$ cat src/rtl/fpu_microcode_invoke_responder_if.sv
// Handshake bundle between the FPU execution units, the invoke responder
// and the microcode sequencer core. The slave view belongs to the responder.
interface fpu_microcode_invoke_responder_if;
   logic        microcode_invoke;
   logic [11:0] microcode_addr;
   logic [79:0] microcode_operand_a;
   logic        microcode_done;
   logic [79:0] microcode_result;
   logic [1:0]  microcode_quadrant;
   logic        microcode_error;
   logic        seq_start;
   logic [11:0] seq_entry;
   logic [79:0] seq_operand;
   logic        seq_abort;
   logic        seq_complete;
   logic [79:0] seq_result;
   logic [1:0]  seq_quadrant;
   logic        seq_fault;
   logic        busy;
   logic        overrun;
   logic        overrun_clr;

   modport slave (
      input  microcode_invoke, microcode_addr, microcode_operand_a,
      output microcode_done, microcode_result, microcode_quadrant, microcode_error,
      output seq_start, seq_entry, seq_operand, seq_abort,
      input  seq_complete, seq_result, seq_quadrant, seq_fault,
      output busy, overrun,
      input  overrun_clr
   );

   modport master (
      output microcode_invoke, microcode_addr, microcode_operand_a,
      input  microcode_done, microcode_result, microcode_quadrant, microcode_error,
      input  seq_start, seq_entry, seq_operand, seq_abort,
      output seq_complete, seq_result, seq_quadrant, seq_fault,
      input  busy, overrun,
      output overrun_clr
   );
endinterface

$ cat src/rtl/fpu_microcode_invoke_responder.sv
// Responder end of the FPU microcode-invoke handshake: accepts an invoke
// (with one pending slot for a request arriving while busy), validates the
// entry address, launches and supervises the microcode sequencer with a
// timeout, and returns result/quadrant/error with a one-cycle done pulse.
module fpu_microcode_invoke_responder #(
   parameter logic [11:0] ENTRY_LO       = 12'h100,
   parameter logic [11:0] ENTRY_HI       = 12'h1FF,
   parameter int unsigned TIMEOUT_CYCLES = 1024
) (
   input logic                            clk,
   input logic                            reset,
   fpu_microcode_invoke_responder_if.slave bus
);

   localparam int              CW         = $clog2(TIMEOUT_CYCLES + 1);
   localparam logic [CW-1:0]   CNT_TERM   = CW'(TIMEOUT_CYCLES);
   localparam logic [CW-1:0]   CNT_LAST   = CW'(TIMEOUT_CYCLES - 1);
   localparam logic [79:0]     INDEFINITE = 80'hFFFF_C000000000000000;

   typedef enum logic [1:0] {IDLE, START, WAIT, RESPOND} state_t;

   state_t        state;
   logic [CW-1:0] cnt;

   logic          pend_valid;
   logic [11:0]   pend_addr;
   logic [79:0]   pend_operand;

   logic          consume;
   logic          to_slot;
   logic          drop;
   logic          slot_write;
   logic          pend_valid_d;
   logic          req_valid;
   logic          req_legal;
   logic [11:0]   req_addr;
   logic [79:0]   req_operand;

   // Request selection and pending-slot bookkeeping: the slot is consumed in
   // IDLE, and a fresh invoke may refill it on that same edge.
   always_comb begin
      consume      = (state == IDLE) && pend_valid;
      to_slot      = bus.microcode_invoke && ((state != IDLE) || pend_valid);
      drop         = to_slot && pend_valid && !consume;
      slot_write   = to_slot && !drop;
      pend_valid_d = slot_write || (pend_valid && !consume);
      req_valid    = pend_valid || bus.microcode_invoke;
      req_addr     = pend_valid ? pend_addr : bus.microcode_addr;
      req_operand  = pend_valid ? pend_operand : bus.microcode_operand_a;
      req_legal    = (req_addr >= ENTRY_LO) && (req_addr <= ENTRY_HI);
   end

   // Pending slot storage and the sticky overrun flag (clear beats set).
   always_ff @(posedge clk or posedge reset) begin
      if (reset) begin
         pend_valid   <= 1'b0;
         pend_addr    <= '0;
         pend_operand <= '0;
         bus.overrun  <= 1'b0;
      end else begin
         pend_valid <= pend_valid_d;
         if (slot_write) begin
            pend_addr    <= bus.microcode_addr;
            pend_operand <= bus.microcode_operand_a;
         end
         if (bus.overrun_clr) begin
            bus.overrun <= 1'b0;
         end else if (drop) begin
            bus.overrun <= 1'b1;
         end
      end
   end

   // Main FSM with registered outputs. Timeout: abort is pulsed in the WAIT
   // cycle where the counter sits at the terminal count; completion in the
   // cycle before wins and suppresses it. The following cycle responds.
   always_ff @(posedge clk or posedge reset) begin
      if (reset) begin
         state                  <= IDLE;
         cnt                    <= '0;
         bus.microcode_done     <= 1'b0;
         bus.microcode_result   <= '0;
         bus.microcode_quadrant <= '0;
         bus.microcode_error    <= 1'b0;
         bus.seq_start          <= 1'b0;
         bus.seq_entry          <= '0;
         bus.seq_operand        <= '0;
         bus.seq_abort          <= 1'b0;
         bus.busy               <= 1'b0;
      end else begin
         bus.microcode_done <= 1'b0;
         bus.seq_start      <= 1'b0;
         bus.seq_abort      <= 1'b0;
         bus.busy           <= 1'b1;
         case (state)
            IDLE: begin
               if (req_valid) begin
                  if (req_legal) begin
                     bus.seq_entry   <= req_addr;
                     bus.seq_operand <= req_operand;
                     bus.seq_start   <= 1'b1;
                     state           <= START;
                  end else begin
                     bus.microcode_done     <= 1'b1;
                     bus.microcode_error    <= 1'b1;
                     bus.microcode_result   <= INDEFINITE;
                     bus.microcode_quadrant <= 2'd0;
                     state                  <= RESPOND;
                  end
               end else begin
                  bus.busy <= pend_valid_d;
               end
            end
            START: begin
               cnt   <= '0;
               state <= WAIT;
            end
            WAIT: begin
               if (cnt == CNT_TERM) begin
                  bus.microcode_done     <= 1'b1;
                  bus.microcode_error    <= 1'b1;
                  bus.microcode_result   <= INDEFINITE;
                  bus.microcode_quadrant <= 2'd0;
                  state                  <= RESPOND;
               end else if (bus.seq_complete) begin
                  bus.microcode_done     <= 1'b1;
                  bus.microcode_error    <= bus.seq_fault;
                  bus.microcode_result   <= bus.seq_result;
                  bus.microcode_quadrant <= bus.seq_quadrant;
                  state                  <= RESPOND;
               end else begin
                  cnt <= cnt + CW'(1);
                  if (cnt == CNT_LAST) begin
                     bus.seq_abort <= 1'b1;
                  end
               end
            end
            RESPOND: begin
               bus.busy <= pend_valid_d;
               state    <= IDLE;
            end
            default: begin
               state <= IDLE;
            end
         endcase
      end
   end

endmodule

$ cat src/flat_wrapper.sv
// flat-port wrapper written by rule: the top's interface ports become plain ports
module fpu_microcode_invoke_responder_flat 
#(
   parameter logic [11:0] ENTRY_LO       = 12'h100,
   parameter logic [11:0] ENTRY_HI       = 12'h1FF,
   parameter int unsigned TIMEOUT_CYCLES = 1024
)
  (clk, reset, bus_microcode_invoke, bus_microcode_addr, bus_microcode_operand_a, bus_microcode_done, bus_microcode_result, bus_microcode_quadrant, bus_microcode_error, bus_seq_start, bus_seq_entry, bus_seq_operand, bus_seq_abort, bus_seq_complete, bus_seq_result, bus_seq_quadrant, bus_seq_fault, bus_busy, bus_overrun, bus_overrun_clr);
  fpu_microcode_invoke_responder_if bus_i ();
  input logic clk;
  input logic reset;
  input wire logic [$bits(bus_i.microcode_invoke)-1:0] bus_microcode_invoke;
  input wire logic [$bits(bus_i.microcode_addr)-1:0] bus_microcode_addr;
  input wire logic [$bits(bus_i.microcode_operand_a)-1:0] bus_microcode_operand_a;
  output wire logic [$bits(bus_i.microcode_done)-1:0] bus_microcode_done;
  output wire logic [$bits(bus_i.microcode_result)-1:0] bus_microcode_result;
  output wire logic [$bits(bus_i.microcode_quadrant)-1:0] bus_microcode_quadrant;
  output wire logic [$bits(bus_i.microcode_error)-1:0] bus_microcode_error;
  output wire logic [$bits(bus_i.seq_start)-1:0] bus_seq_start;
  output wire logic [$bits(bus_i.seq_entry)-1:0] bus_seq_entry;
  output wire logic [$bits(bus_i.seq_operand)-1:0] bus_seq_operand;
  output wire logic [$bits(bus_i.seq_abort)-1:0] bus_seq_abort;
  input wire logic [$bits(bus_i.seq_complete)-1:0] bus_seq_complete;
  input wire logic [$bits(bus_i.seq_result)-1:0] bus_seq_result;
  input wire logic [$bits(bus_i.seq_quadrant)-1:0] bus_seq_quadrant;
  input wire logic [$bits(bus_i.seq_fault)-1:0] bus_seq_fault;
  output wire logic [$bits(bus_i.busy)-1:0] bus_busy;
  output wire logic [$bits(bus_i.overrun)-1:0] bus_overrun;
  input wire logic [$bits(bus_i.overrun_clr)-1:0] bus_overrun_clr;
  assign bus_i.microcode_invoke = bus_microcode_invoke;
  assign bus_i.microcode_addr = bus_microcode_addr;
  assign bus_i.microcode_operand_a = bus_microcode_operand_a;
  assign bus_microcode_done = bus_i.microcode_done;
  assign bus_microcode_result = bus_i.microcode_result;
  assign bus_microcode_quadrant = bus_i.microcode_quadrant;
  assign bus_microcode_error = bus_i.microcode_error;
  assign bus_seq_start = bus_i.seq_start;
  assign bus_seq_entry = bus_i.seq_entry;
  assign bus_seq_operand = bus_i.seq_operand;
  assign bus_seq_abort = bus_i.seq_abort;
  assign bus_i.seq_complete = bus_seq_complete;
  assign bus_i.seq_result = bus_seq_result;
  assign bus_i.seq_quadrant = bus_seq_quadrant;
  assign bus_i.seq_fault = bus_seq_fault;
  assign bus_busy = bus_i.busy;
  assign bus_overrun = bus_i.overrun;
  assign bus_i.overrun_clr = bus_overrun_clr;
  fpu_microcode_invoke_responder #(.ENTRY_LO(ENTRY_LO), .ENTRY_HI(ENTRY_HI), .TIMEOUT_CYCLES(TIMEOUT_CYCLES)) u_core (.clk(clk), .reset(reset), .bus(bus_i));
endmodule
$ cat config.mk
export PLATFORM = sky130hd
export DESIGN_NAME = fpu_microcode_invoke_responder_flat
export DESIGN_NICKNAME = d
export VERILOG_FILES = /design/src/rtl/fpu_microcode_invoke_responder_if.sv /design/src/rtl/fpu_microcode_invoke_responder.sv /design/src/flat_wrapper.sv
export SDC_FILE = /design/constraint.sdc
export NUM_CORES = 1
export LEC_CHECK = 0
export ABC_AREA = 1
export BUFFER_PORTS_ARGS = -buffer_cell sky130_fd_sc_hd__buf_2
export CORE_MARGIN = 4
export CORE_UTILIZATION = 48
export DETAILED_ROUTE_END_ITERATION = 10
export GPL_ROUTABILITY_DRIVEN = 1
export PLACE_DENSITY_LB_ADDON = 0.3
export SLEW_MARGIN = 20
export SYNTH_ARGS = -nofsm -noshare
export SYNTH_HDL_FRONTEND = slang
export SYNTH_SLANG_ARGS = --single-unit
$ cat constraint.sdc
create_clock -name clk -period 9 [get_ports clk]
set_input_delay 1.8 -clock clk [delete_from_list [all_inputs] [get_ports clk]]
set_output_delay 1.8 -clock clk [all_outputs]
set_load 0.01 [all_outputs]
==> out/qor.csv <==
stage,metric,value,unit
hold_path,path_class_of_the_lowest_slack_min_delay_path,reg -> reg,
cts,cts.hold.buffers_added,0,
pwr,internal_power,3.37,mW
floorplanning,core_area,0.0262,mm^2
pwr,leakagePower,9.19,nW
cts,numCtsBuffers,31,
setup_path,worst-endpoint-arrival,4.01,ns
drt,via_count,11200,
drt,wire_length_reported_by_the_detailed_router,34200,um
synthesis,postSynthRegisterBits,286,
floorplanning,fp.dieW,172,um
pwr,design_power_total,5.57,mW
synthesis,yosysWarnings,0,
global_route,gr-usage-all-layers,0.224,
final_layout,share_of_post_route_cells_with_drive_strength_above_1,0.233,
cts,postcts_setup_bufs,0,
synthesis,post_synth_num_cell_types,27,
setup_path,reg2reg_setup_slack,5.47,ns
setup_path,critPathLaunchType,flip-flop,
synthesis,netlist_top_cells_area,"sky130_fd_sc_hd__dfrtp_1, sky130_fd_sc_hd__nand2_1, sky130_fd_sc_hd__o211ai_1, sky130_fd_sc_hd__inv_1, sky130_fd_sc_hd__nand3_1",
sta,rsz0062_at_grt,no,
sta,max_freq,283,MHz
drt,drc,0,
floorplanning,rows,59,
floorplanning,floorplan.io_pins,360,
cts,clk_root_buffer_cell,sky130_fd_sc_hd__clkbuf_16,
drt,drt.antenna.violating_nets,0,
final_layout,finalNetCount,2054,
global_route,via_count_of_the_first_global_routing_pass,10600,
cts,clk_transition_reported_paths,0.06,ns
status,result_of_the_run,"complete, no violations",
synthesis,dominant_combinational_cell_family_by_area_after_synthesis,simple AND/OR/NAND/NOR gates,
synthesis,post-synth-top-area-fraction,0.556,
synthesis,synth_seq_area_share,0.556,
synthesis,multiplexer_share_of_the_synthesized_area,0.00350,
pwr,ir_drop_worst_vdd,0.225,mV
sta,period_utilisation_layout,0.392,
placed_design,dp.final_hpwl,22200,um
global_route,total_gr_overflow,0,
global_route,antenna_violations_before_repair,5,
synthesis,netlist.top_cell.by_area,sky130_fd_sc_hd__dfrtp_1,
sta,timing.final.crit_period,3.53,ns
final_layout,most_common_cell_after_layout_fill_and_taps_aside,sky130_fd_sc_hd__nand2_1,
setup_path,crit_type,reg -> reg,
pwr,p_per_area,350,mW/mm^2
cts,clock_insertion_delay_worst_skew,0.55,ns
drt,drt_pre_antenna_iters,5,
setup_path,timing.critical_path.fanout_max,83,
synthesis,synth_fa_ha_area_frac,0.00681,
drt,detail_route.iter0.violations,1241,
floorplanning,chipHeight,172,um
floorplanning,initial_core_util,0.491,
final_layout,layout_overhead_on_the_synthesized_area,23.5,%
sta,layout_skew,0.00887,ns
cts,tritoncts_num_sinks,286,
sta,maxSlewViolCount,0,
placed_design,io_buffers,359,
drt,routed_wire_length_per_instance,15.3,um
final_layout,final_cell_mix,"sky130_fd_sc_hd__nand2_1, sky130_fd_sc_hd__buf_2, sky130_fd_sc_hd__dfrtp_1",
synthesis,post_synth_xor_area_fraction,0.00476,
synthesis,syn_std_cell_area,0.0129,mm^2
drt,route.detailed.vias_per_inst,5.01,
pwr,power.combinational.fraction,0.372,
pwr,p_clk_frac,0.244,
setup_path,setup.worst_path.end_class,flip-flop,
sta,fin_tns_setup,0,ns
synthesis,synth_compound_area_frac,0.0923,
setup_path,worstPathRequired,9.48,ns
floorplanning,design.die.area,0.0295,mm^2
synthesis,syn-instance-count,1560,
pwr,netSwitchingPower,2.20,mW
pwr,power.share.switching,0.395,
sta,setup_viol,0,
synthesis,synthSimpleGateAreaFrac,0.247,
global_route,grt_max_degree,152,
cts,cts_resized,0,
flow_run,max-cap-violations,0,
sta,final-hold-violation-count,0,
cts,cts_max_path_buffers,3,
global_route,grt_pass1_wl,54500,um
sta,timing_worst_slew_pin_value,1.02,ns
synthesis,average_cell_area_after_synthesis,8.25,um^2
cts,htree_num_levels,1,
placed_design,routabilityCongestion,0.825,
sta,hold_slack,0.445,ns
cts,cts_tree,built,
synthesis,synth_fp_nets,1747,
pwr,power_frac_seq,0.384,
sta,max_slew_margin,0.322,
==> final timing paths <==
check	startpoint	end	cells after the start
max	u_core.state[0]$_DFFE_PP0P_	u_core.bus.microcode_result[19]$_DFFE_PP0P_	9
min	u_core.cnt[10]$_DFFE_PP0P_	u_core.bus.seq_abort$_DFF_PP0_	1
max reg2reg	u_core.state[0]$_DFFE_PP0P_	u_core.bus.microcode_result[19]$_DFFE_PP0P_	9
min reg2reg	u_core.cnt[10]$_DFFE_PP0P_	u_core.bus.seq_abort$_DFF_PP0_	1
max in group asynchronous	reset	u_core.pend_operand[20]$_DFFE_PP0P_	4
min in group asynchronous	reset	u_core.bus.microcode_result[48]$_DFFE_PP0P_	3
==> Yosys cell counts <==
cell type                  instances
sky130_fd_sc_hd__a21boi_1          1
sky130_fd_sc_hd__a21oi_1           3
sky130_fd_sc_hd__a21oi_2           1
sky130_fd_sc_hd__buf_1             2
sky130_fd_sc_hd__buf_2            38
sky130_fd_sc_hd__buf_4            18
sky130_fd_sc_hd__buf_6             1
sky130_fd_sc_hd__clkbuf_1         37
sky130_fd_sc_hd__clkbuf_2          2
sky130_fd_sc_hd__dfrtp_1         286
sky130_fd_sc_hd__ha_1              7
sky130_fd_sc_hd__inv_1           174
sky130_fd_sc_hd__inv_2             3
sky130_fd_sc_hd__mux2_2            4
sky130_fd_sc_hd__nand2_1         567
sky130_fd_sc_hd__nand2_2           1
sky130_fd_sc_hd__nand3_1          99
sky130_fd_sc_hd__nand3b_1         19
sky130_fd_sc_hd__nand4_1           2
sky130_fd_sc_hd__nor2_1           99
sky130_fd_sc_hd__nor3_1            2
sky130_fd_sc_hd__o211ai_1         88
sky130_fd_sc_hd__o21ai_0          96
sky130_fd_sc_hd__o21bai_1          2
sky130_fd_sc_hd__or2_2             1
sky130_fd_sc_hd__xnor2_1           2
sky130_fd_sc_hd__xor2_1            5
==> worst max-delay path, stage by stage (launching register included) <==
cell,delay (ns)
sky130_fd_sc_hd__dfrtp_1,0.42
sky130_fd_sc_hd__inv_1,0.12
sky130_fd_sc_hd__ha_1,0.80
sky130_fd_sc_hd__inv_2,0.25
sky130_fd_sc_hd__nor2_1,0.29
sky130_fd_sc_hd__nand2_1,0.36
sky130_fd_sc_hd__nand3_2,0.19
sky130_fd_sc_hd__buf_4,0.65
sky130_fd_sc_hd__nand2_1,0.16
sky130_fd_sc_hd__nand2_1,0.13
==> layout make-up <==
type                       count  area (um^2)
clock buffer                  44          915
inverter                     177          671
multi-input combinational    999         4600
fill                        2312        10300
antenna                        5         12.5
clock inverter                13          196
tap                          335          419
sequential                   286         7160
timing repair buffer         372         1930
==> metal layers <==
metal  vias up  share of wire  global-route usage
met5         -         0.0012                   0
met3        62          0.068              0.0405
met4         6          0.032              0.0803
met1      5228           0.44               0.320
met2       384           0.46               0.347
li1       5498              -                   -
==> sequential cells by signal, indices dropped and copies added (netlist names), 2 cells and up <==
| signal | flops |
|---|---|
| u_core.bus.seq_operand | 80 |
| u_core.bus.microcode_quadrant | 2 |
| u_core.bus.seq_entry | 12 |
| u_core.cnt | 11 |
| u_core.bus.microcode_result | 80 |
| u_core.pend_addr | 12 |
| u_core.pend_operand | 80 |
| u_core.state | 2 |
==> logic make-up after synthesis <==
logic type,Yosys count
compound gates,191
xor+xnor,7
fa+ha+maj,7
buf+inv,275
flops,286
mux,4
simple gates,790
==> through the flow <==
step	worst slack, ns	cell area [um^2]	cells	util
detailed placement	5.03	14700	2168	0.563
global route	5.14	15900	2228	0.606
global placement	5.08	14700	2168	0.563
floorplan	3.41	12900	1560	-
finish	5.47	15900	2231	0.606
CTS	5.52	15900	2225	0.605
==> power groups by stage <==
| stage | Sequential, mW | Clock [mW] | Combinational [mW] |
|---|---|---|---|
| global placement | 2.13 | 0 | 2.02 |
| finish | 2.14 | 1.36 | 2.07 |
| detailed placement | 2.15 | 0 | 2.07 |
| floorplan | 2.26 | 0 | 1.24 |
| global route | 2.20 | 1.45 | 2.35 |
| CTS | 2.14 | 1.39 | 2.08 |
Power figures use the tool's default switching activity.
